===== src/rtl/serial_max_finder_if.sv =====
// Stream and result handshake bundle for serial_max_finder.
// The slave modport is the finder's view; master is the driver/consumer side.
interface serial_max_finder_if #(
  parameter int unsigned WIDTH = 8,
  parameter int unsigned IDX_W = 2
);
  logic             start;
  logic             in_valid;
  logic             in_ready;
  logic [WIDTH-1:0] in_data;
  logic             out_valid;
  logic             out_ready;
  logic [WIDTH-1:0] out_max;
  logic [IDX_W-1:0] out_idx;
  logic             busy;

  modport master (
    output start, in_valid, in_data, out_ready,
    input  in_ready, out_valid, out_max, out_idx, busy
  );

  modport slave (
    input  start, in_valid, in_data, out_ready,
    output in_ready, out_valid, out_max, out_idx, busy
  );
endinterface


===== src/rtl/serial_max_finder.sv =====
// Frame maximum finder: one shared 2-bit slice comparator walks each new word
// against the running max from the MSB pair down, stopping at the first difference.
module serial_max_finder #(
  parameter int unsigned WIDTH = 8,
  parameter int unsigned COUNT = 4,
  parameter int unsigned IDX_W = 2
) (
  input logic               clk,
  input logic               rst_n,
  serial_max_finder_if.slave bus_io
);
  localparam int unsigned Slices = WIDTH / 2;
  localparam int unsigned PtrW   = (Slices > 1) ? $clog2(Slices) : 1;
  localparam int unsigned CntW   = $clog2(COUNT + 1);
  localparam logic [PtrW-1:0] MsbPtr  = PtrW'(Slices - 1);
  localparam logic [CntW-1:0] LastCnt = CntW'(COUNT - 1);

  typedef enum logic [1:0] {StIdle, StWait, StCompare, StDone} state_e;

  state_e           state_q, state_d;
  logic [WIDTH-1:0] max_q, max_d;
  logic [WIDTH-1:0] cand_q, cand_d;
  logic [IDX_W-1:0] idx_q, idx_d;
  logic [CntW-1:0]  count_q, count_d;
  logic [PtrW-1:0]  ptr_q, ptr_d;
  logic [WIDTH-1:0] out_max_q, out_max_d;
  logic [IDX_W-1:0] out_idx_q, out_idx_d;

  // The single shared slice comparator.
  logic [1:0] cand_sl, max_sl;
  logic       sl_gt, sl_eq;

  assign cand_sl = cand_q[{ptr_q, 1'b0} +: 2];
  assign max_sl  = max_q[{ptr_q, 1'b0} +: 2];
  assign sl_gt   = cand_sl > max_sl;
  assign sl_eq   = cand_sl == max_sl;

  always_comb begin
    logic cmp_done;
    state_d   = state_q;
    max_d     = max_q;
    cand_d    = cand_q;
    idx_d     = idx_q;
    count_d   = count_q;
    ptr_d     = ptr_q;
    out_max_d = out_max_q;
    out_idx_d = out_idx_q;
    cmp_done  = 1'b0;

    unique case (state_q)
      StIdle: begin
        if (bus_io.start) begin
          state_d = StWait;
          count_d = '0;
        end
      end
      StWait: begin
        if (bus_io.in_valid) begin
          if (count_q == '0) begin
            max_d   = bus_io.in_data;
            idx_d   = '0;
            count_d = CntW'(1);
          end else begin
            cand_d  = bus_io.in_data;
            ptr_d   = MsbPtr;
            state_d = StCompare;
          end
        end
      end
      StCompare: begin
        if (sl_gt) begin
          max_d    = cand_q;
          idx_d    = IDX_W'(count_q);
          cmp_done = 1'b1;
        end else if (!sl_eq || ptr_q == '0) begin
          // Lower slice, or a full tie: the earlier index wins.
          cmp_done = 1'b1;
        end else begin
          ptr_d = ptr_q - PtrW'(1);
        end
        if (cmp_done) begin
          count_d = count_q + CntW'(1);
          if (count_q == LastCnt) begin
            state_d   = StDone;
            out_max_d = max_d;
            out_idx_d = idx_d;
          end else begin
            state_d = StWait;
          end
        end
      end
      StDone: begin
        if (bus_io.out_ready) state_d = StIdle;
      end
      default: state_d = StIdle;
    endcase
  end

  always_ff @(posedge clk or negedge rst_n) begin
    if (!rst_n) begin
      state_q   <= StIdle;
      max_q     <= '0;
      cand_q    <= '0;
      idx_q     <= '0;
      count_q   <= '0;
      ptr_q     <= '0;
      out_max_q <= '0;
      out_idx_q <= '0;
    end else begin
      state_q   <= state_d;
      max_q     <= max_d;
      cand_q    <= cand_d;
      idx_q     <= idx_d;
      count_q   <= count_d;
      ptr_q     <= ptr_d;
      out_max_q <= out_max_d;
      out_idx_q <= out_idx_d;
    end
  end

  assign bus_io.in_ready  = (state_q == StWait);
  assign bus_io.out_valid = (state_q == StDone);
  assign bus_io.busy      = (state_q != StIdle);
  assign bus_io.out_max   = out_max_q;
  assign bus_io.out_idx   = out_idx_q;
endmodule


===== src/flat_wrapper.sv =====
// flat-port wrapper written by rule: the top's interface ports become plain ports
module serial_max_finder_flat 
#(
  parameter int unsigned WIDTH = 8,
  parameter int unsigned COUNT = 4,
  parameter int unsigned IDX_W = 2
)
  (clk, rst_n, bus_io_start, bus_io_in_valid, bus_io_in_data, bus_io_out_ready, bus_io_in_ready, bus_io_out_valid, bus_io_out_max, bus_io_out_idx, bus_io_busy);
  serial_max_finder_if #(.WIDTH(WIDTH), .IDX_W(IDX_W)) bus_io_i ();
  input logic clk;
  input logic rst_n;
  input wire logic [$bits(bus_io_i.start)-1:0] bus_io_start;
  input wire logic [$bits(bus_io_i.in_valid)-1:0] bus_io_in_valid;
  input wire logic [$bits(bus_io_i.in_data)-1:0] bus_io_in_data;
  input wire logic [$bits(bus_io_i.out_ready)-1:0] bus_io_out_ready;
  output wire logic [$bits(bus_io_i.in_ready)-1:0] bus_io_in_ready;
  output wire logic [$bits(bus_io_i.out_valid)-1:0] bus_io_out_valid;
  output wire logic [$bits(bus_io_i.out_max)-1:0] bus_io_out_max;
  output wire logic [$bits(bus_io_i.out_idx)-1:0] bus_io_out_idx;
  output wire logic [$bits(bus_io_i.busy)-1:0] bus_io_busy;
  assign bus_io_i.start = bus_io_start;
  assign bus_io_i.in_valid = bus_io_in_valid;
  assign bus_io_i.in_data = bus_io_in_data;
  assign bus_io_i.out_ready = bus_io_out_ready;
  assign bus_io_in_ready = bus_io_i.in_ready;
  assign bus_io_out_valid = bus_io_i.out_valid;
  assign bus_io_out_max = bus_io_i.out_max;
  assign bus_io_out_idx = bus_io_i.out_idx;
  assign bus_io_busy = bus_io_i.busy;
  serial_max_finder #(.WIDTH(WIDTH), .COUNT(COUNT), .IDX_W(IDX_W)) u_core (.clk(clk), .rst_n(rst_n), .bus_io(bus_io_i));
endmodule

===== config.mk =====
export PLATFORM = sky130hd
export DESIGN_NAME = serial_max_finder_flat
export DESIGN_NICKNAME = d
export VERILOG_FILES = /design/src/rtl/serial_max_finder_if.sv /design/src/rtl/serial_max_finder.sv /design/src/flat_wrapper.sv
export SDC_FILE = /design/constraint.sdc
export NUM_CORES = 1
export LEC_CHECK = 0
export BUFFER_PORTS_ARGS = -buffer_cell sky130_fd_sc_hd__buf_2
export CAP_MARGIN = 20
export CORE_AREA = 2 2 62 64
export DETAILED_ROUTE_END_ITERATION = 7
export DIE_AREA = 0 0 64 66
export GPL_TIMING_DRIVEN = 0
export PLACE_DENSITY_LB_ADDON = 0.1
export REMOVE_ABC_BUFFERS = 1
export SLEW_MARGIN = 40
export SYNTH_ARGS = -nofsm -noshare
export SYNTH_HDL_FRONTEND = slang
export SYNTH_SLANG_ARGS = --single-unit
export TNS_END_PERCENT = 100

===== constraint.sdc =====
create_clock -name clk -period 3.2 [get_ports clk]
set_clock_uncertainty 0.05 [all_clocks]
set_input_delay 0.96 -clock clk [delete_from_list [all_inputs] [get_ports clk]]
set_output_delay 0.96 -clock clk [all_outputs]
set_load 0.01 [all_outputs]

==> metrics <==
setup bufs post-CTS 0; VDD IR-drop max roughly 0.56 mV; Slew headroom 47.6%; Hold WC Path Type flop to flop; post-synthesis average cell area between 10 and 15 um^2; power per cell area about 1100 nW/um^2; clock transition at the registers of the reported paths ~0.10 ns; Sum Neg Setup Slack 0 ns; post-synth top area share about 45%; commonest cells after routing, fill and taps aside 35 x dfrtp_1, 24 x buf_2, 13 x mux2i_1, 12 x inv_1, 12 x nand2_1; Critical Path End Type flop; Cell variety after synth 40; Post-synth EDFFs 0; clock latency on the worst-skew pair between 0.3 and 0.4 ns; Initial Util between 50% and 60%; Worst-Margin Slew between 0.7 and 0.8 ns; diodes inserted 0; sequential area share after synthesis between 40% and 50%; total grt overflow 0; CTS H-tree lvls 2; Hold WS roughly 0.43 ns; top_reg_cell synth dfrtp_1; TritonCTS buffer count 5; WL final 3790 um; area leader, netlist dfrtp_1; DRT Pass-1 Iters 4; Area growth syn-to-layout 10.3%; ranking of synthesized cells by area dfrtp_1 45%, ha_1 7.1%, mux2i_1 6.7%; core area 3550 um^2; post-route DRC violation count 0; final slew viol count 0; PnR worst setup slack 0.586 ns; first-pass GRT wire length ~6600 um; startpoint types flop; Iter 0 DRT Violations just under 60; hold buffers post-CTS 0; RSZ-0062 raised after global routing no; via count roughly 1400; fraction of registers with async set/reset 100%; status finished, final reports clean; Final setup viols 0; CTS tree done; Leak around 1.0 nW; share of cells above drive strength 1 roughly 29%; num rows 22; die width 64 um; Final ANT Viol Nets 0; initial antenna violation count 0; Tot GR Track Use between 20% and 30%; fin crit period roughly 2.6 ns; Power Total approximately 2.3 mW; FF-to-FF setup slack just under 0.6 ns; Final nets 212; Mapped Area 1940 um^2; CP Max Fanout 12; Vias/cell 5.70; number of max-cap violations 0; Port Buffers 25; CTS Buffer Depth 2; Root Buffer Master clkbuf_4; Synth warnings 0; largest net degree at the start of global routing 36; drt wl/cell between 15 and 20 um; # fillers slightly above 300; Worst Path Required around 3.3 ns; period utilization between 80% and 90%; Top Ports 26; most common cell after layout, fill and taps aside dfrtp_1; Synth Instances approximately 160; Die Area approximately 4200 um^2; vias in the first global route 1403; chip height ~66 um; final hold vios 0; dpl ws between 0.5 and 0.6 ns; Resize count post-CTS 0; Max Clock Freq around 380 MHz; routability cong. between 0.7 and 0.8; crit path kind flop to flop; Yosys reg bits 35; Worst Path Arrival 2.76 ns; clk sink count 35; Final HPWL DP approximately 2800 um
[power by group]
part	total, mW	switching [mW]	internal [mW]	leakage [nW]
Clock	0.221	0.136	0.0856	0.0293
Sequential	0.730	0.136	0.594	0.435
Combinational	1.36	0.720	0.635	0.568
Total	2.31	0.991	1.32	1.03
[kinds of logic after synthesis]
logic type | share of synthesized area (%)
DFF | 45.2
AOI/OAI and AO/OA | 18.6
and+or+nand+nor | 7.24
buffers and inverters | 4.98
adders and majority gates | 7.11
muxes | 16.8
[critical path: stages (launching register included)]
cell and delay [ns]:
dfrtp_1 0.49, mux4_2 0.54, ha_1 0.38, nor2b_4 0.17
o21ai_4 0.43, mux2i_1 0.32, o21ai_0 0.11
[synthesized netlist by cell type (2+ instances only)]
| cell type | instances |
|---|---|
| a22oi_1 | 2 |
| a2bb2oi_1 | 8 |
| buf_6 | 2 |
| clkbuf_1 | 4 |
| dfrtp_1 | 35 |
| ha_1 | 11 |
| inv_1 | 12 |
| mux2_2 | 8 |
| mux2i_1 | 13 |
| mux4_2 | 4 |
| nand2_1 | 12 |
| nand3_1 | 2 |
| nand3b_1 | 2 |
| nor2_1 | 4 |
| o21ai_0 | 11 |
| o22ai_1 | 9 |
[layer usage]
metal | vias up | wire length [um] | GRT usage [%] | part of all wire (%)
li1 | 647 | - | - | -
met1 | 671 | 1750 | 25.8 | 46
met2 | 27 | 1820 | 35.4 | 48
met3 | 5 | 167 | 5.62 | 4.4
met4 | 0 | 52 | 7.07 | 1.4
met5 | - | 0 | 0 | 0
[per-stage QoR]
stage | util [%] | cell area (um^2) | std cells
4_1_cts | 60.0 | 2130 | 237
5_1_grt | 60.1 | 2130 | 237
2_1_floorplan | - | 1890 | 156
6_report | 60.1 | 2130 | 237
3_3_place_gp | 58.5 | 2080 | 229
3_5_place_dp | 58.6 | 2080 | 229
[layout make-up]
cell class              count  area, um^2  area share (%)
well taps                  48        60.1            2.81
repair buffers             25         128            5.98
multi-input cells         108         967            45.3
clock buffers               7        45.0            2.11
flip-flops and latches     35         876            41.0
clock inverters             1        5.00           0.234
inverters                  13        53.8            2.52
[flip-flops by register name (all words and copies together), names as in the netlist]
| name | flops |
|---|---|
| u_core.state_q | 2 |
| u_core.ptr_q | 2 |
| u_core.bus_io.out_max | 8 |
| u_core.cand_q | 8 |
| u_core.idx_q | 2 |
| u_core.count_q | 3 |
| u_core.max_q | 8 |
| u_core.bus_io.out_idx | 2 |
[path summary, 6_finish.rpt]
| kind | startpoint | end | cells after the start |
|---|---|---|---|
| max | u_core.ptr_q[0] | u_core.bus_io.out_max[4] | 6 |
| min | u_core.bus_io.out_idx[0] | u_core.bus_io.out_idx[0] | 2 |
| max reg2reg | u_core.ptr_q[0] | u_core.bus_io.out_max[4] | 6 |
| min reg2reg | u_core.bus_io.out_idx[0] | u_core.bus_io.out_idx[0] | 2 |
| max in group asynchronous | rst_n | u_core.max_q[6] | 1 |
| min in group asynchronous | rst_n | u_core.count_q[1] | 1 |
No activity file was read; power rests on OpenSTA's default activity.
